File: src/rtl/counter_pkg.sv
// Shared state encoding and width helper for the counter_r1 family.
package counter_pkg;

  function automatic int log2_ceil(input int value);
    int r;
    r = 0;
    for (int i = 0; i < 31; i++) begin
      if ((1 << i) < value) r = i + 1;
    end
    return r;
  endfunction

  localparam int STATE_W = log2_ceil(3);

  typedef enum logic [STATE_W-1:0] {
    IDLE,
    RUN,
    DONE
  } state_t;

endpackage

File: src/rtl/counter_r1_pipe.sv
// Fixed-depth register delay line with synchronous reset to RST_VAL.
// DEPTH=0 degenerates to a plain wire.
module counter_r1_pipe #(
  parameter int           W       = 1,
  parameter int           DEPTH   = 0,
  parameter logic [W-1:0] RST_VAL = '0
) (
  input  logic         clk,
  input  logic         rst,
  input  logic [W-1:0] d,
  output logic [W-1:0] q
);

  generate
    if (DEPTH == 0) begin : g_wire
      logic unused_clk_rst;
      assign unused_clk_rst = clk ^ rst;
      assign q = d;
    end else begin : g_regs
      logic [W-1:0] stage_q [DEPTH];
      logic [W-1:0] stage_d [DEPTH];

      always_comb begin
        stage_d[0] = d;
        for (int i = 1; i < DEPTH; i++) stage_d[i] = stage_q[i-1];
      end

      always_ff @(posedge clk) begin
        if (rst) begin
          for (int i = 0; i < DEPTH; i++) stage_q[i] <= RST_VAL;
        end else begin
          for (int i = 0; i < DEPTH; i++) stage_q[i] <= stage_d[i];
        end
      end

      assign q = stage_q[DEPTH-1];
    end
  endgenerate

endmodule

File: src/rtl/counter_r1.sv
// Up/down wrap or one-shot counter with load clamp and DELAY-stage output pipe.
// Optional sticky wrap_flag output when COUNTER_R1_WRAP_FLAG_EN is defined.
module counter_r1
  import counter_pkg::*;
#(
  parameter int WIDTH     = 6,
  parameter int MIN_COUNT = 0,
  parameter int MAX_COUNT = 32,
  parameter int STEP      = 1,
  parameter int ONE_SHOT  = 0,
  parameter int DELAY     = 0
) (
  input  logic             clk,
  input  logic             rst,
  input  logic             load,
  input  logic             run,
  input  logic             up_dn,
  input  logic [WIDTH-1:0] data_in,
  output logic [WIDTH-1:0] count,
  output logic             tc,
  output logic             busy
`ifdef COUNTER_R1_WRAP_FLAG_EN
  ,
  output logic             wrap_flag
`endif
);

  localparam logic [WIDTH-1:0] MIN_W  = WIDTH'(MIN_COUNT);
  localparam logic [WIDTH-1:0] MAX_W  = WIDTH'(MAX_COUNT);
  localparam logic [WIDTH:0]   MIN_X  = (WIDTH+1)'(MIN_COUNT);
  localparam logic [WIDTH:0]   MAX_X  = (WIDTH+1)'(MAX_COUNT);
  localparam logic [WIDTH:0]   STEP_X = (WIDTH+1)'(STEP);

  state_t           state_q, state_d;
  logic [WIDTH-1:0] count_q, count_d;
  logic             tc_q, tc_d;

  // One extra bit on every compare so bound arithmetic never aliases.
  logic [WIDTH:0] cnt_x, din_x, sum_x, diff_x;
  assign cnt_x  = {1'b0, count_q};
  assign din_x  = {1'b0, data_in};
  assign sum_x  = cnt_x + STEP_X;
  assign diff_x = cnt_x - STEP_X;

  always_comb begin
    state_d = state_q;
    count_d = count_q;
    tc_d    = 1'b0;
    if (load) begin
      state_d = IDLE;
      if (din_x < MIN_X)      count_d = MIN_W;
      else if (din_x > MAX_X) count_d = MAX_W;
      else                    count_d = data_in;
    end else begin
      case (state_q)
        IDLE: if (run) state_d = RUN;
        RUN: begin
          if (!run) begin
            state_d = IDLE;
          end else if (up_dn) begin
            if (cnt_x > MAX_X - STEP_X) begin
              tc_d = 1'b1;
              if (ONE_SHOT != 0) begin
                count_d = MAX_W;
                state_d = DONE;
              end else begin
                count_d = MIN_W;
              end
            end else begin
              count_d = sum_x[WIDTH-1:0];
            end
          end else begin
            if (cnt_x < MIN_X + STEP_X) begin
              tc_d = 1'b1;
              if (ONE_SHOT != 0) begin
                count_d = MIN_W;
                state_d = DONE;
              end else begin
                count_d = MAX_W;
              end
            end else begin
              count_d = diff_x[WIDTH-1:0];
            end
          end
        end
        DONE: ;
        default: state_d = IDLE;
      endcase
    end
  end

  always_ff @(posedge clk) begin
    if (rst) begin
      state_q <= IDLE;
      count_q <= MIN_W;
      tc_q    <= 1'b0;
    end else begin
      state_q <= state_d;
      count_q <= count_d;
      tc_q    <= tc_d;
    end
  end

  assign busy = (state_q == RUN);

  logic [WIDTH:0] pipe_q;

  counter_r1_pipe #(
    .W       (WIDTH + 1),
    .DEPTH   (DELAY),
    .RST_VAL ({1'b0, MIN_W})
  ) u_pipe (
    .clk (clk),
    .rst (rst),
    .d   ({tc_q, count_q}),
    .q   (pipe_q)
  );

  assign {tc, count} = pipe_q;

`ifdef COUNTER_R1_WRAP_FLAG_EN
  logic wrap_flag_q, wrap_flag_d;

  // Rises on the same edge that registers the wrap/terminal event.
  always_comb begin
    wrap_flag_d = wrap_flag_q | tc_d;
    if (load) wrap_flag_d = 1'b0;
  end

  always_ff @(posedge clk) begin
    if (rst) wrap_flag_q <= 1'b0;
    else     wrap_flag_q <= wrap_flag_d;
  end

  assign wrap_flag = wrap_flag_q;
`endif

endmodule

File: config.mk
export PLATFORM = sky130hd
export DESIGN_NAME = counter_r1
export DESIGN_NICKNAME = d
export VERILOG_FILES = /design/src/rtl/counter_pkg.sv /design/src/rtl/counter_r1_pipe.sv /design/src/rtl/counter_r1.sv
export SDC_FILE = /design/constraint.sdc
export NUM_CORES = 1
export LEC_CHECK = 0
export CORE_MARGIN = 2
export CORE_UTILIZATION = 43
export CTS_CLUSTER_DIAMETER = 100
export DETAILED_ROUTE_END_ITERATION = 10
export PLACE_DENSITY = 0.73
export SETUP_SLACK_MARGIN = 0.1
export SKIP_LAST_GASP = 1
export SYNTH_ARGS = -nofsm -noshare
export SYNTH_HDL_FRONTEND = slang
export SYNTH_SLANG_ARGS = --single-unit
File: constraint.sdc
create_clock -name clk -period 4.2 [get_ports clk]
set_clock_uncertainty 0.05 [all_clocks]
set_input_delay 0.63 -clock clk [delete_from_list [all_inputs] [get_ports clk]]
set_output_delay 0.63 -clock clk [all_outputs]
set_load 0.05 [all_outputs]
# == Yosys cells after proc, flatten, opt, wreduce, memory -nomap -nowiden ==
# Index checks and enable logic that the tools add are counted.
# op_classes
n_lt_le_gt_ge,4
bitwise_logic,3
n_mux,14
n_eq_ne,4
n_reduce_logical,7
n_addsub,2
# op_table
cell,count
6-bit two-way mux,8
"6-bit by 1-bit less-than comparator with 1-bit output, second input constant",2
"6-bit by 1-bit adder with 6-bit output, second input constant",1
"6-bit by 5-bit greater-than comparator with 1-bit output, second input constant",1
"6-bit greater-than comparator, second input constant",1
2-bit case mux with 3 select lines,1
"6-bit by 1-bit subtractor with 6-bit output, second input constant",1
2-bit two-way mux,2
"2-bit != test, second input constant",2
2-bit nonzero test,2
4-bit OR reduction,1
1-bit two-way mux,3
1-bit NOT,3
3-bit AND reduction,1
"2-bit by 1-bit equality test with 1-bit output, second input constant",1
"2-bit equality test, second input constant",1
2-bit logical NOT,1
2-bit AND reduction,1
2-bit OR reduction,1
# totals
output_inout_bits,8
word_cells,37
reg_bits,9
inputBits,11

# == Longest topological paths before layout ==
# Gate-level depths: netlist of run 1.
# depth
depth_word,6
mapped_depth,6
mapped_depth_nobuf,6

# == Modules after synthesis ==
# Synthesis of run 1 repeated with hierarchy kept, for this count alone.
# hier_totals
hier_cells,93
area_unflattened_um2,739.5
# by_module_without_submodules
module,seq_area_each_um2,instances,area_each_um2,cells_each
counter_r1,160.2,1,686.9,86
counter_r1_pipe,0.0,1,52.6,7

# == Worst setup path before layout of run 1 ==
# Ideal clock, no wire load.
# synth_timing
kind,register to register
startpoint,reg count_q[0]
endpoint,reg count_q[0]
arrival_time_ps,1807
synth_period_minus_slack_ps,1942
required_time_ps,4064
path_buffers,0
slack_ps,2258
setup_time_ps,86
stages_incl_launch_ff,7
path_cell_list,dfxtp_1 inv_1 ha_1 and2b_1 a221oi_2 nand2_1 a211oi_1
# synth_between
elab_chain_cells,6
elab_cells_between_ends,10
classes_between,add/sub (2); order compare (2); mux (6)
# synth_rtl
element,line_no,text
start: declaration,counter_r1.sv:35,"logic [WIDTH-1:0] count_q, count_d;"
start signal: assignment,counter_r1.sv:99,count_q <= count_d;
"6-bit by 1-bit subtractor with 6-bit output, or another cell as far along",counter_r1.sv:43,assign diff_x = cnt_x - STEP_X;
6-bit two-way mux (on tied branches),"counter_r1.sv:73, counter_r1.sv:61",
6-bit two-way mux *,counter_r1.sv:60,end else if (up_dn) begin
6-bit two-way mux *,counter_r1.sv:58,if (!run) begin
6-bit two-way mux *,counter_r1.sv:55,case (state_q)
6-bit two-way mux *,counter_r1.sv:49,if (load) begin
# Mark *: on every way between the ends. The rest lies on a longest branch, timed or not. The select of a mux whose other input is x is not followed.
# A chain may end at the register's enable or synchronous reset.

# == Worst setup path in the final report of run 1 ==
# layout_timing
startpoint,reg count_q[5]
endpoint,out count[5]
# layout_rtl
element,line_no,text
end: declaration,counter_r1.sv:19,"output logic [WIDTH-1:0] count,"
# No word-level cell between the ends.

==> impl_results.html, run 1 <==
<table>
<tr><th>Metric</th><th>Value</th></tr>
<tr><th colspan="2">Outcome</th></tr>
<tr><td>Run status</td><td>complete, no violations</td></tr>
<tr><th colspan="2">Die</th></tr>
<tr><td>Initial cell density of the core</td><td>0.456</td></tr>
<tr><td>Floorplan die height</td><td>44.0 µm</td></tr>
<tr><td>Overall die area</td><td>0.00193 mm²</td></tr>
<tr><td>Number of top-level pins</td><td>19</td></tr>
<tr><td>Standard-cell rows</td><td>14</td></tr>
<tr><td>Core area</td><td>0.00151 mm²</td></tr>
<tr><td>Die width</td><td>44.0 µm</td></tr>
<tr><th colspan="2">Route</th></tr>
<tr><td>ANT nets after route</td><td>0</td></tr>
<tr><td>DR WL/cell</td><td>15.6 µm</td></tr>
<tr><td>Initial drt markers</td><td>40</td></tr>
<tr><td>Number of vias in the routed layout</td><td>732</td></tr>
<tr><td>Final routed DRC violation total</td><td>0</td></tr>
<tr><td>Wire length after detailed routing</td><td>1830 µm</td></tr>
<tr><td>Vias per cell</td><td>6.26</td></tr>
<tr><td>1st-pass router iterations</td><td>4</td></tr>
<tr><th colspan="2">Logic synthesis</th></tr>
<tr><td>Leading cell type by number of instances after synthesis</td><td>nand2_1</td></tr>
<tr><td>Leading post-synthesis cells by cell area</td><td>dfxtp_1 23%, ha_1 5.5%, nand2_1 4.9%, nor3_1 4.4%, a221oi_2 4.4%</td></tr>
<tr><td>Number of instances in the synthesized netlist</td><td>86</td></tr>
<tr><td>Async set or reset register ratio after synthesis</td><td>0</td></tr>
<tr><td>Dominant register cell in the synthesized netlist</td><td>dfxtp_1</td></tr>
<tr><td>Area share of the largest cell type after synthesis</td><td>0.233</td></tr>
<tr><td>Synthesized area</td><td>687 µm²</td></tr>
<tr><td>Share of the yosys chip area belonging to registers</td><td>0.233</td></tr>
<tr><td>Number of enable-type register cells in the synthesized netlist</td><td>0</td></tr>
<tr><td>Mean area per synthesized cell</td><td>7.99 µm²</td></tr>
<tr><td>Net count after synthesis</td><td>100</td></tr>
<tr><td>Distinct cells, synth</td><td>42</td></tr>
<tr><td>Synth Warn #</td><td>0</td></tr>
<tr><td>Post-synthesis sequential element count</td><td>8</td></tr>
<tr><td>Most frequent cells after synthesis</td><td>9 x nand2_1, 8 x dfxtp_1, 6 x nor3_1, 5 x inv_1, 5 x nor2_1</td></tr>
<tr><td>Library cell occupying the most area in the post-synthesis netlist</td><td>dfxtp_1</td></tr>
<tr><th colspan="2">Clock tree</th></tr>
<tr><td>Post-cts resize count</td><td>0</td></tr>
<tr><td>Clock slew at the register clock pins of the worst setup and hold paths</td><td>0.06 ns</td></tr>
<tr><td>Clock tree from TritonCTS</td><td>done</td></tr>
<tr><td>Number of buffers between clock root and the deepest sink</td><td>2</td></tr>
<tr><td>Number of clock sinks seen by CTS</td><td>8</td></tr>
<tr><td>Count of H-tree levels built during CTS</td><td>1</td></tr>
<tr><td>CTS Hold Buffers Added</td><td>0</td></tr>
<tr><td>Buffers inserted by post-CTS timing repair</td><td>0</td></tr>
<tr><td>Num CTS Buffers</td><td>3</td></tr>
<tr><td>Clock Root Buffer</td><td>clkbuf_4</td></tr>
<tr><td>Clk Latency, worst-skew pair</td><td>0.27 ns</td></tr>
<tr><th colspan="2">Global routing</th></tr>
<tr><td>First-pass GRT wire length</td><td>2880 µm</td></tr>
<tr><td>Via count of the first global-routing pass</td><td>618</td></tr>
<tr><td>Global router's overall resource usage</td><td>0.210</td></tr>
<tr><td>Global route overflow</td><td>0</td></tr>
<tr><td>Maximum number of pins on one net before global-route repair</td><td>15</td></tr>
<tr><td>Antenna violations before repair</td><td>0</td></tr>
<tr><th colspan="2">Pwr</th></tr>
<tr><td>Power per Cell Area</td><td>270 mW/mm²</td></tr>
<tr><td>Total power</td><td>0.000235 W</td></tr>
<tr><td>Leakage</td><td>0.316 nW</td></tr>
<tr><td>Largest voltage drop on the vdd net</td><td>0.173 mV</td></tr>
<tr><th colspan="2">Critical path</th></tr>
<tr><td>Data required time of the critical path</td><td>3.52 ns</td></tr>
<tr><td>Arrival time worst endpoint</td><td>1.81 ns</td></tr>
<tr><td>Cell class contributing the biggest share of worst-path delay</td><td>buffers and inverters</td></tr>
<tr><td>Kind of launch point of the worst setup path</td><td>flop</td></tr>
<tr><td>Critical Path, Cell by Cell</td><td>clkdlybuf4s50_1</td></tr>
<tr><td>Delay contributed by the slowest stage of the critical path</td><td>0.90 ns</td></tr>
<tr><td>Bufs and invs on worst path</td><td>1</td></tr>
<tr><td>WS Path Type</td><td>flop to output port</td></tr>
<tr><td>CP Capture Type</td><td>output port</td></tr>
<tr><td>Cell type of the slowest stage on the worst timing path</td><td>clkdlybuf4s50_1</td></tr>
<tr><td>Critical-path maximum fanout</td><td>13</td></tr>
<tr><th colspan="2">Placed design</th></tr>
<tr><td>Half-perimeter wire length after detailed placement</td><td>1250 µm</td></tr>
<tr><td>Cell Count Post-Placement</td><td>114</td></tr>
<tr><td>Number of port buffers</td><td>18</td></tr>
<tr><td>Weighted congestion reported at the end of routability-driven placement</td><td>0.915</td></tr>
<tr><th colspan="2">Flow run</th></tr>
<tr><td># Max-Cap Violations</td><td>0</td></tr>
<tr><th colspan="2">STA</th></tr>
<tr><td>Worst-case hold slack</td><td>0.537 ns</td></tr>
<tr><td>Max Fclk</td><td>402 MHz</td></tr>
<tr><td>Max Transition Viols Final</td><td>0</td></tr>
<tr><td>Relative max-transition margin</td><td>0.655</td></tr>
<tr><td>RSZ-0062 raised after global routing</td><td>false</td></tr>
<tr><td>Post-route minimum period</td><td>2.49 ns</td></tr>
<tr><td>Number of endpoints with negative hold slack in the final report</td><td>0</td></tr>
<tr><td>Setup TNS after final layout</td><td>0 ns</td></tr>
<tr><td>Actual transition at the worst max-transition pin</td><td>0.516 ns</td></tr>
<tr><td>Final number of setup-violating endpoints</td><td>0</td></tr>
<tr><td>Final period utilization</td><td>0.592</td></tr>
<tr><th colspan="2">Final layout</th></tr>
<tr><td>Final antenna diode count</td><td>0</td></tr>
<tr><td>Post-layout net count</td><td>117</td></tr>
<tr><td>Synthesis-to-finish area growth</td><td>27.0%</td></tr>
<tr><td>Finished Layout Cells</td><td>117</td></tr>
<tr><td>Final design utilization</td><td>0.579</td></tr>
<tr><td>Filler Cells Inserted</td><td>154</td></tr>
<tr><td>Share of post-route cells with drive strength above 1</td><td>0.0792</td></tr>
<tr><th colspan="2">Hold path</th></tr>
<tr><td>Worst min-delay path class</td><td>flop to flop</td></tr>
</table>
state kept, by name, indices dropped and copies added (netlist names):
signal	cells
count_q	6
state_q	1
tc_q	1
through the flow:
stage               instance area, µm²  setup slack (ns)
floorplan                          687              2.26
global placement                   850              1.90
detailed placement                 850              1.86
CTS                                872              1.71
global route                       872              1.66
finish                             872              1.71
power breakdown:
part           internal [W]  switching, W
Combinational     0.0000354     0.0000449
Clock             0.0000329     0.0000296
Sequential        0.0000804     0.0000122
Total              0.000149     0.0000867
logic make-up after synthesis:
logic type / after synthesis / share of synthesized area
AND/OR/NAND/NOR: 32 / 0.253
AO/OA/AOI/OAI: 29 / 0.337
buffers and inverters: 11 / 0.0820
flip-flops: 8 / 0.233
adder cells (fa/ha/maj): 3 / 0.0547
XOR/XNOR: 2 / 0.0255
multiplexers: 1 / 0.0146
per-layer routing:
layer | vias up | routed length, µm | global-route usage
met5 | - | 0 | 0
met4 | 0 | 44 | 0.127
met3 | 4 | 133 | 0.0625
met2 | 37 | 808 | 0.300
met1 | 334 | 844 | 0.274
li1 | 357 | - | -
final timing paths:
path,startpoint,end,slack (ns),cells after the start
min,state_q[0],state_q[0],0.54,2
min reg2reg,state_q[0],state_q[0],0.54,2
max,count_q[5],count[5],1.71,1
max reg2reg,count_q[0],count_q[2],2.40,6
cell type report:
cell class              count  area, µm²  share of cell area
multi-input cells          67        470               0.539
repair buffers             18        180               0.207
well taps                  16       20.0              0.0230
inverters                   5       18.8              0.0215
flip-flops and latches      8        160               0.184
clock buffers               3       22.5              0.0258
layout by cell type (no fill, tap or decap), drive strengths merged, types with 2 or more instances in the layout:
master         count
o21ai              4
clkdlybuf4s50     18
nor4               2
a21boi             3
a21oi              3
nand3              3
a21o               2
nor2               5
a211oi             2
dfxtp              8
nand2              9
ha                 3
nor3               6
xnor2              2
a221oi             2
o311ai             2
clkbuf             3
inv                5
Note: power is estimated with default switching activity, not from simulation.
==> run 2, diff against run 1 <==
--- a/config.mk
+++ b/config.mk
@@ -6,10 +6,10 @@
 export NUM_CORES = 1
 export LEC_CHECK = 0
 export CORE_MARGIN = 2
-export CORE_UTILIZATION = 43
+export CORE_UTILIZATION = 42
 export CTS_CLUSTER_DIAMETER = 100
 export DETAILED_ROUTE_END_ITERATION = 10
-export PLACE_DENSITY = 0.73
+export PLACE_DENSITY = 0.74
 export SETUP_SLACK_MARGIN = 0.1
 export SKIP_LAST_GASP = 1
 export SYNTH_ARGS = -nofsm -noshare
==> constraint.sdc (replaced) <==
create_clock -name clk -period 2 [get_ports clk]
set_clock_uncertainty 0.05 [all_clocks]
set_input_delay 0.3 -clock clk [delete_from_list [all_inputs] [get_ports clk]]
set_output_delay 0.3 -clock clk [all_outputs]
set_load 0.05 [all_outputs]
==> run 2 against run 1 <==
Net effect: cell count rose by 2.6%; first-iteration DRC count is 68% lower; design area up 1.9%; utilization grew 0.40 points; die area increased by 2.1%; clock-buffer cell count unchanged; routed wire length decreased by 6.7%; largest cell class unchanged; highest routed layer unchanged.
==> impl_results.html, run 2 (synthesized netlist as in run 1, its figures left out) <==
<table>
<tr><th>Metric</th><th>Value</th></tr>
<tr><th colspan="2">Critical path</th></tr>
<tr><td>Arrival time worst endpoint</td><td>1.47 ns</td></tr>
<tr><td>Critical-path maximum fanout</td><td>5</td></tr>
<tr><td>CP Capture Type</td><td>output port</td></tr>
<tr><td>WS Path Type</td><td>flop to output port</td></tr>
<tr><td>Data required time of the critical path</td><td>1.65 ns</td></tr>
<tr><td>Path depth of the worst reg2reg path</td><td>6</td></tr>
<tr><td>Critical Path, Cell by Cell</td><td>clkdlybuf4s50_1</td></tr>
<tr><td>Kind of launch point of the worst setup path</td><td>flop</td></tr>
<tr><td>Cell type of the slowest stage on the worst timing path</td><td>clkdlybuf4s50_1</td></tr>
<tr><td>Bufs and invs on worst path</td><td>1</td></tr>
<tr><td>Delay contributed by the slowest stage of the critical path</td><td>0.83 ns</td></tr>
<tr><td>Logic depth of the worst path, buffers included</td><td>1</td></tr>
<tr><td>Cell class contributing the biggest share of worst-path delay</td><td>buffers and inverters</td></tr>
<tr><th colspan="2">Global routing</th></tr>
<tr><td>First-pass GRT wire length</td><td>2880 µm</td></tr>
<tr><td>Maximum number of pins on one net before global-route repair</td><td>14</td></tr>
<tr><td>Via count of the first global-routing pass</td><td>659</td></tr>
<tr><td>Global router's overall resource usage</td><td>0.199</td></tr>
<tr><td>Antenna violations before repair</td><td>0</td></tr>
<tr><td>Global route overflow</td><td>0</td></tr>
<tr><th colspan="2">Die</th></tr>
<tr><td>Die width</td><td>44.4 µm</td></tr>
<tr><td>Floorplan die height</td><td>44.4 µm</td></tr>
<tr><td>Core area</td><td>0.00152 mm²</td></tr>
<tr><td>Standard-cell rows</td><td>14</td></tr>
<tr><td>Initial cell density of the core</td><td>0.451</td></tr>
<tr><td>Number of top-level pins</td><td>19</td></tr>
<tr><td>Overall die area</td><td>0.00197 mm²</td></tr>
<tr><th colspan="2">Route</th></tr>
<tr><td>Uppermost routed layer</td><td>met4</td></tr>
<tr><td>1st-pass router iterations</td><td>4</td></tr>
<tr><td>ANT nets after route</td><td>0</td></tr>
<tr><td>Wire length after detailed routing</td><td>1710 µm</td></tr>
<tr><td>Detailed-routed wire length on met2</td><td>751 µm</td></tr>
<tr><td>DR WL/cell</td><td>14.2 µm</td></tr>
<tr><td>DR WL met3</td><td>131 µm</td></tr>
<tr><td>Vias per cell</td><td>6.05</td></tr>
<tr><td>Initial drt markers</td><td>13</td></tr>
<tr><td>Number of vias in the routed layout</td><td>726</td></tr>
<tr><td>Detailed-route wire length on metal 1</td><td>811 µm</td></tr>
<tr><td>Final routed DRC violation total</td><td>0</td></tr>
<tr><th colspan="2">Final layout</th></tr>
<tr><td>Commonest cells after routing, fill and taps aside</td><td>13 x clkdlybuf4s50_1, 9 x nand2_1, 7 x buf_4</td></tr>
<tr><td>Register name with the most flops</td><td>count_q</td></tr>
<tr><td>Post-layout net count</td><td>120</td></tr>
<tr><td>Share of post-route cells with drive strength above 1</td><td>0.163</td></tr>
<tr><td>Area of all placed cells without fillers</td><td>888 µm²</td></tr>
<tr><td>Number of flip-flops under the largest register name</td><td>6</td></tr>
<tr><td>Final antenna diode count</td><td>0</td></tr>
<tr><td>Largest registers ranked by flip-flop count</td><td>count_q (6), state_q (1), tc_q (1)</td></tr>
<tr><td>Most common cell after layout, fill and taps aside</td><td>clkdlybuf4s50_1</td></tr>
<tr><td>Synthesis-to-finish area growth</td><td>29.3%</td></tr>
<tr><td>Filler Cells Inserted</td><td>152</td></tr>
<tr><th colspan="2">Clock tree</th></tr>
<tr><td>Count of H-tree levels built during CTS</td><td>1</td></tr>
<tr><td>Buffers inserted by post-CTS timing repair</td><td>0</td></tr>
<tr><td>Clock slew at the register clock pins of the worst setup and hold paths</td><td>0.07 ns</td></tr>
<tr><td>Number of buffers between clock root and the deepest sink</td><td>2</td></tr>
<tr><td>Number of clock sinks seen by CTS</td><td>8</td></tr>
<tr><td>Clk Latency, worst-skew pair</td><td>0.26 ns</td></tr>
<tr><td>Clock tree from TritonCTS</td><td>done</td></tr>
<tr><td>CTS Hold Buffers Added</td><td>0</td></tr>
<tr><td>Num CTS Buffers</td><td>3</td></tr>
<tr><td>Clock Root Buffer</td><td>clkbuf_4</td></tr>
<tr><th colspan="2">Placed design</th></tr>
<tr><td>Number of port buffers</td><td>18</td></tr>
<tr><td>Weighted congestion reported at the end of routability-driven placement</td><td>0.931</td></tr>
<tr><td>Half-perimeter wire length after detailed placement</td><td>1240 µm</td></tr>
<tr><td>Minimum setup slack after placement</td><td>0.116 ns</td></tr>
<tr><td>Placement-stage cell area</td><td>863 µm²</td></tr>
<tr><th colspan="2">Pwr</th></tr>
<tr><td>Largest voltage drop on the vdd net</td><td>0.221 mV</td></tr>
<tr><td>Proportion of power drawn by flip-flops and latches</td><td>0.393</td></tr>
<tr><td>Leakage</td><td>0.342 nW</td></tr>
<tr><td>Total power</td><td>0.000492 W</td></tr>
<tr><td>Net switching power of the design</td><td>0.000179 W</td></tr>
<tr><td>Relative contribution of the clock network to total power</td><td>0.262</td></tr>
<tr><td>Comb power frac</td><td>0.345</td></tr>
<tr><td>Power per Cell Area</td><td>554 mW/mm²</td></tr>
<tr><td>Net switching share of the total power</td><td>0.364</td></tr>
<tr><td>Power Internal</td><td>0.000313 W</td></tr>
<tr><th colspan="2">STA</th></tr>
<tr><td>Relative max-transition margin</td><td>0.664</td></tr>
<tr><td>Post-route minimum period</td><td>1.82 ns</td></tr>
<tr><td>RSZ-0062 raised after global routing</td><td>false</td></tr>
<tr><td>Worst-case hold slack</td><td>0.523 ns</td></tr>
<tr><td>Max Transition Viols Final</td><td>0</td></tr>
<tr><td>Final number of setup-violating endpoints</td><td>0</td></tr>
<tr><td>Max Fclk</td><td>548 MHz</td></tr>
<tr><td>Actual transition at the worst max-transition pin</td><td>0.502 ns</td></tr>
<tr><td>Setup TNS after final layout</td><td>0 ns</td></tr>
<tr><td>Number of endpoints with negative hold slack in the final report</td><td>0</td></tr>
<tr><td>PnR worst setup slack</td><td>0.175 ns</td></tr>
<tr><td>Final period utilization</td><td>0.912</td></tr>
<tr><th colspan="2">Hold path</th></tr>
<tr><td>Worst hold path stage count</td><td>3</td></tr>
<tr><td>Worst min-delay path class</td><td>input pin to flop</td></tr>
<tr><th colspan="2">Flow run</th></tr>
<tr><td># Max-Cap Violations</td><td>0</td></tr>
<tr><th colspan="2">Outcome</th></tr>
<tr><td>Run status</td><td>complete, no violations</td></tr>
</table>
[run 2: cell count changes in the layout (fill, tap and decap cells not counted)]
cell             change
dlygate4sd2_1        +1
clkdlybuf4s50_1      -5
dfxtp_2              +1
dfxtp_4              +1
dfxtp_1              -2
buf_4                +7
[run 2: final timing paths]
check	to	slack (ns)	from
setup / recovery	busy	0.18	state_q[0]
hold / removal	count_q[1]	0.52	data_in[1]
setup reg to reg	count_q[0]	0.29	count_q[0]
hold reg to reg	state_q[0]	0.54	state_q[0]
[run 2: cell type report]
class	count	area (µm²)	share of cell area
clock buffer	3	22.5	0.0254
inverter	5	18.8	0.0211
multi-input combinational	67	470	0.530
sequential	8	165	0.186
tap	16	20.0	0.0225
timing repair buffer	21	191	0.215
[run 2: what timing repair did]
item	CTS	global route
gates resized for setup	1	2
pin swaps	0	1
endpoints found under the setup margin	1	2
[run 2: routing by layer]
metal  global-route usage  vias to the layer above
met5                    0                        -
met4               0.0848                        0
met3               0.0408                        2
met2                0.297                       31
met1                0.276                      332
li1                     -                      361
[run 2: worst reg2reg max path, cell delays in order, from the launching register on]
cell and delay [ns]:
dfxtp_4 0.39, inv_1 0.07, ha_1 0.26, and2b_1 0.24
a221oi_2 0.33, nand2_1 0.10, a211oi_1 0.19
[run 2: power groups by stage]
| stage | registers, W | logic [W] | clock network, W |
|---|---|---|---|
| 6_report | 0.000194 | 0.000170 | 0.000129 |
| 5_1_grt | 0.000196 | 0.000185 | 0.000136 |
| 4_1_cts | 0.000194 | 0.000169 | 0.000131 |
| 3_5_place_dp | 0.000197 | 0.000168 | 0 |
| 3_3_place_gp | 0.000197 | 0.000168 | 0 |
| 2_1_floorplan | 0.000217 | 0.0000941 | 0 |
[run 2: per-stage QoR]
| step | std cells | util |
|---|---|---|
| 2_1_floorplan | 86 | - |
| 3_3_place_gp | 117 | 0.567 |
| 3_5_place_dp | 117 | 0.567 |
| 4_1_cts | 120 | 0.580 |
| 5_1_grt | 120 | 0.583 |
| 6_report | 120 | 0.583 |
==> run 3, diff against run 2 <==
==> constraint.sdc (replaced) <==
create_clock -name clk -period 2 [get_ports clk]
set_clock_uncertainty 0.05 [all_clocks]
set_input_delay 0.6 -clock clk [delete_from_list [all_inputs] [get_ports clk]]
set_output_delay 0.6 -clock clk [all_outputs]
set_load 0.01 [all_outputs]
==> run 3 against run 2 <==
Net effect: non-clock buffer count grew 11; design area is 13% higher; total power fell by 2.1%; clock power fell by 7%; highest routed layer unchanged.
==> impl_results.html, run 3 (synthesized netlist as in run 1, its figures left out) <==
<table>
<tr><th>Metric</th><th>Value</th></tr>
<tr><th colspan="2">Final layout</th></tr>
<tr><td>Final antenna diode count</td><td>0</td></tr>
<tr><td>Commonest cells after routing, fill and taps aside</td><td>14 x clkdlybuf4s50_1, 14 x buf_4, 9 x nand2_1</td></tr>
<tr><td>Post-layout net count</td><td>131</td></tr>
<tr><td>Synthesis-to-finish area growth</td><td>46.1%</td></tr>
<tr><td>Largest registers ranked by flip-flop count</td><td>count_q (6), state_q (1), tc_q (1)</td></tr>
<tr><td>Share of post-route cells with drive strength above 1</td><td>0.226</td></tr>
<tr><td>Register name with the most flops</td><td>count_q</td></tr>
<tr><td>Final design utilization</td><td>0.658</td></tr>
<tr><td>Number of flip-flops under the largest register name</td><td>6</td></tr>
<tr><td>Area of all placed cells without fillers</td><td>0.00100 mm²</td></tr>
<tr><th colspan="2">STA</th></tr>
<tr><td>Final period utilization</td><td>0.927</td></tr>
<tr><td>Final number of setup-violating endpoints</td><td>0</td></tr>
<tr><td>Max Fclk</td><td>540 MHz</td></tr>
<tr><td>Post-route minimum period</td><td>1.85 ns</td></tr>
<tr><td>Worst-case hold slack</td><td>0.529 ns</td></tr>
<tr><td>Relative max-transition margin</td><td>0.728</td></tr>
<tr><td>Number of endpoints with negative hold slack in the final report</td><td>0</td></tr>
<tr><td>PnR worst setup slack</td><td>0.147 ns</td></tr>
<tr><td>Actual transition at the worst max-transition pin</td><td>0.405 ns</td></tr>
<tr><td>RSZ-0062 raised after global routing</td><td>false</td></tr>
<tr><td>Max Transition Viols Final</td><td>0</td></tr>
<tr><th colspan="2">Clock tree</th></tr>
<tr><td>Count of H-tree levels built during CTS</td><td>1</td></tr>
<tr><td>Num CTS Buffers</td><td>3</td></tr>
<tr><td>Number of buffers between clock root and the deepest sink</td><td>2</td></tr>
<tr><td>Clk Latency, worst-skew pair</td><td>0.25 ns</td></tr>
<tr><td>Number of clock sinks seen by CTS</td><td>8</td></tr>
<tr><td>Clock slew at the register clock pins of the worst setup and hold paths</td><td>0.05 ns</td></tr>
<tr><td>Clock tree from TritonCTS</td><td>done</td></tr>
<tr><td>Clock Root Buffer</td><td>clkbuf_4</td></tr>
<tr><th colspan="2">Critical path</th></tr>
<tr><td>Delay contributed by the slowest stage of the critical path</td><td>0.56 ns</td></tr>
<tr><td>Data required time of the critical path</td><td>1.35 ns</td></tr>
<tr><td>Critical Path, Cell by Cell</td><td>clkdlybuf4s50_1</td></tr>
<tr><td>Bufs and invs on worst path</td><td>1</td></tr>
<tr><td>Critical-path maximum fanout</td><td>8</td></tr>
<tr><td>WS Path Type</td><td>flop to output port</td></tr>
<tr><td>Cell type of the slowest stage on the worst timing path</td><td>clkdlybuf4s50_1</td></tr>
<tr><td>Cell class contributing the biggest share of worst-path delay</td><td>buffers and inverters</td></tr>
<tr><td>Arrival time worst endpoint</td><td>1.20 ns</td></tr>
<tr><td>CP Capture Type</td><td>output port</td></tr>
<tr><td>Kind of launch point of the worst setup path</td><td>flop</td></tr>
<tr><th colspan="2">Pwr</th></tr>
<tr><td>Largest voltage drop on the vdd net</td><td>0.418 mV</td></tr>
<tr><td>Proportion of power drawn by flip-flops and latches</td><td>0.377</td></tr>
<tr><td>Total power</td><td>0.000482 W</td></tr>
<tr><td>Net switching share of the total power</td><td>0.312</td></tr>
<tr><td>Leakage</td><td>0.446 nW</td></tr>
<tr><td>Power Internal</td><td>0.000332 W</td></tr>
<tr><td>Power per Cell Area</td><td>480 mW/mm²</td></tr>
<tr><td>Comb power frac</td><td>0.374</td></tr>
<tr><td>Net switching power of the design</td><td>0.000150 W</td></tr>
<tr><td>Relative contribution of the clock network to total power</td><td>0.249</td></tr>
<tr><th colspan="2">Route</th></tr>
<tr><td>Initial drt markers</td><td>15</td></tr>
<tr><td>DR WL/cell</td><td>14.4 µm</td></tr>
<tr><td>Number of vias in the routed layout</td><td>769</td></tr>
<tr><td>Vias per cell</td><td>5.87</td></tr>
<tr><td>Final routed DRC violation total</td><td>0</td></tr>
<tr><td>Wire length after detailed routing</td><td>1880 µm</td></tr>
<tr><td>1st-pass router iterations</td><td>4</td></tr>
<tr><td>ANT nets after route</td><td>0</td></tr>
<tr><th colspan="2">Placed design</th></tr>
<tr><td>Minimum setup slack after placement</td><td>-0.0900 ns</td></tr>
<tr><td>Half-perimeter wire length after detailed placement</td><td>1330 µm</td></tr>
<tr><td>Weighted congestion reported at the end of routability-driven placement</td><td>0.894</td></tr>
<tr><td>Number of port buffers</td><td>18</td></tr>
<tr><td>Placement-stage cell area</td><td>955 µm²</td></tr>
<tr><th colspan="2">Global routing</th></tr>
<tr><td>Global router's overall resource usage</td><td>0.211</td></tr>
<tr><td>Via count of the first global-routing pass</td><td>734</td></tr>
<tr><td>First-pass GRT wire length</td><td>3090 µm</td></tr>
<tr><td>Antenna violations before repair</td><td>0</td></tr>
<tr><td>Global route overflow</td><td>0</td></tr>
<tr><td>Maximum number of pins on one net before global-route repair</td><td>14</td></tr>
<tr><th colspan="2">Die</th></tr>
<tr><td>Die width</td><td>44.4 µm</td></tr>
<tr><td>Core area</td><td>0.00152 mm²</td></tr>
<tr><td>Floorplan die height</td><td>44.4 µm</td></tr>
<tr><td>Initial cell density of the core</td><td>0.451</td></tr>
<tr><td>Standard-cell rows</td><td>14</td></tr>
<tr><td>Number of top-level pins</td><td>19</td></tr>
<tr><td>Overall die area</td><td>0.00197 mm²</td></tr>
<tr><th colspan="2">Outcome</th></tr>
<tr><td>Run status</td><td>complete, no violations</td></tr>
<tr><th colspan="2">Hold path</th></tr>
<tr><td>Worst min-delay path class</td><td>flop to flop</td></tr>
<tr><th colspan="2">Flow run</th></tr>
<tr><td># Max-Cap Violations</td><td>0</td></tr>
</table>
run 3: final cells by class:
type / instances / area [µm²]
Sequential cell: 8 / 164
Tap cell: 16 / 20.0
Clock buffer: 3 / 22.5
Fill cell: 125 / 520
Inverter: 5 / 18.8
Timing Repair Buffer: 32 / 295
Multi-Input combinational cell: 67 / 483
run 3: worst paths after layout:
| check | start | end | slack (ns) | cells after the start |
|---|---|---|---|---|
| min | state_q[0] | state_q[0] | 0.53 | 2 |
| max | count_q[0] | count[0] | 0.15 | 1 |
| min reg2reg | state_q[0] | state_q[0] | 0.53 | 2 |
| max reg2reg | count_q[0] | count_q[0] | 0.30 | 6 |
run 3: power by group through the flow:
| stage | logic (W) | registers (W) | clock network (W) |
|---|---|---|---|
| floorplan | 0.0000942 | 0.000188 | 0 |
| global placement | 0.000173 | 0.000184 | 0 |
| detailed placement | 0.000174 | 0.000184 | 0 |
| CTS | 0.000177 | 0.000182 | 0.000125 |
| global route | 0.000196 | 0.000184 | 0.000131 |
| finish | 0.000180 | 0.000182 | 0.000120 |
run 3: routing by layer:
| layer | wire length, µm | up-vias | global-route usage | share of wire |
|---|---|---|---|---|
| met2 | 860 | 38 | 0.324 | 0.46 |
| met4 | 14 | 0 | 0.0606 | 0.0074 |
| met3 | 170 | 2 | 0.0776 | 0.090 |
| met1 | 838 | 344 | 0.275 | 0.44 |
| met5 | 0 | - | 0 | 0 |
| li1 | - | 385 | - | - |
run 3: timing repair:
item / CTS / global route
hold buffers: 0 / 0
pin swaps: 0 / 1
setup endpoints to repair: 3 / 5
setup buffers: 0 / 0
gates resized for setup: 3 / 6
run 3: metrics by stage:
step | setup TNS (ns) | cells
after detailed placement | -0.198 | 128
after global placement | -0.124 | 128
final | 0 | 131
after floorplan | 0 | 86
after global routing | 0 | 131
after CTS | 0 | 131
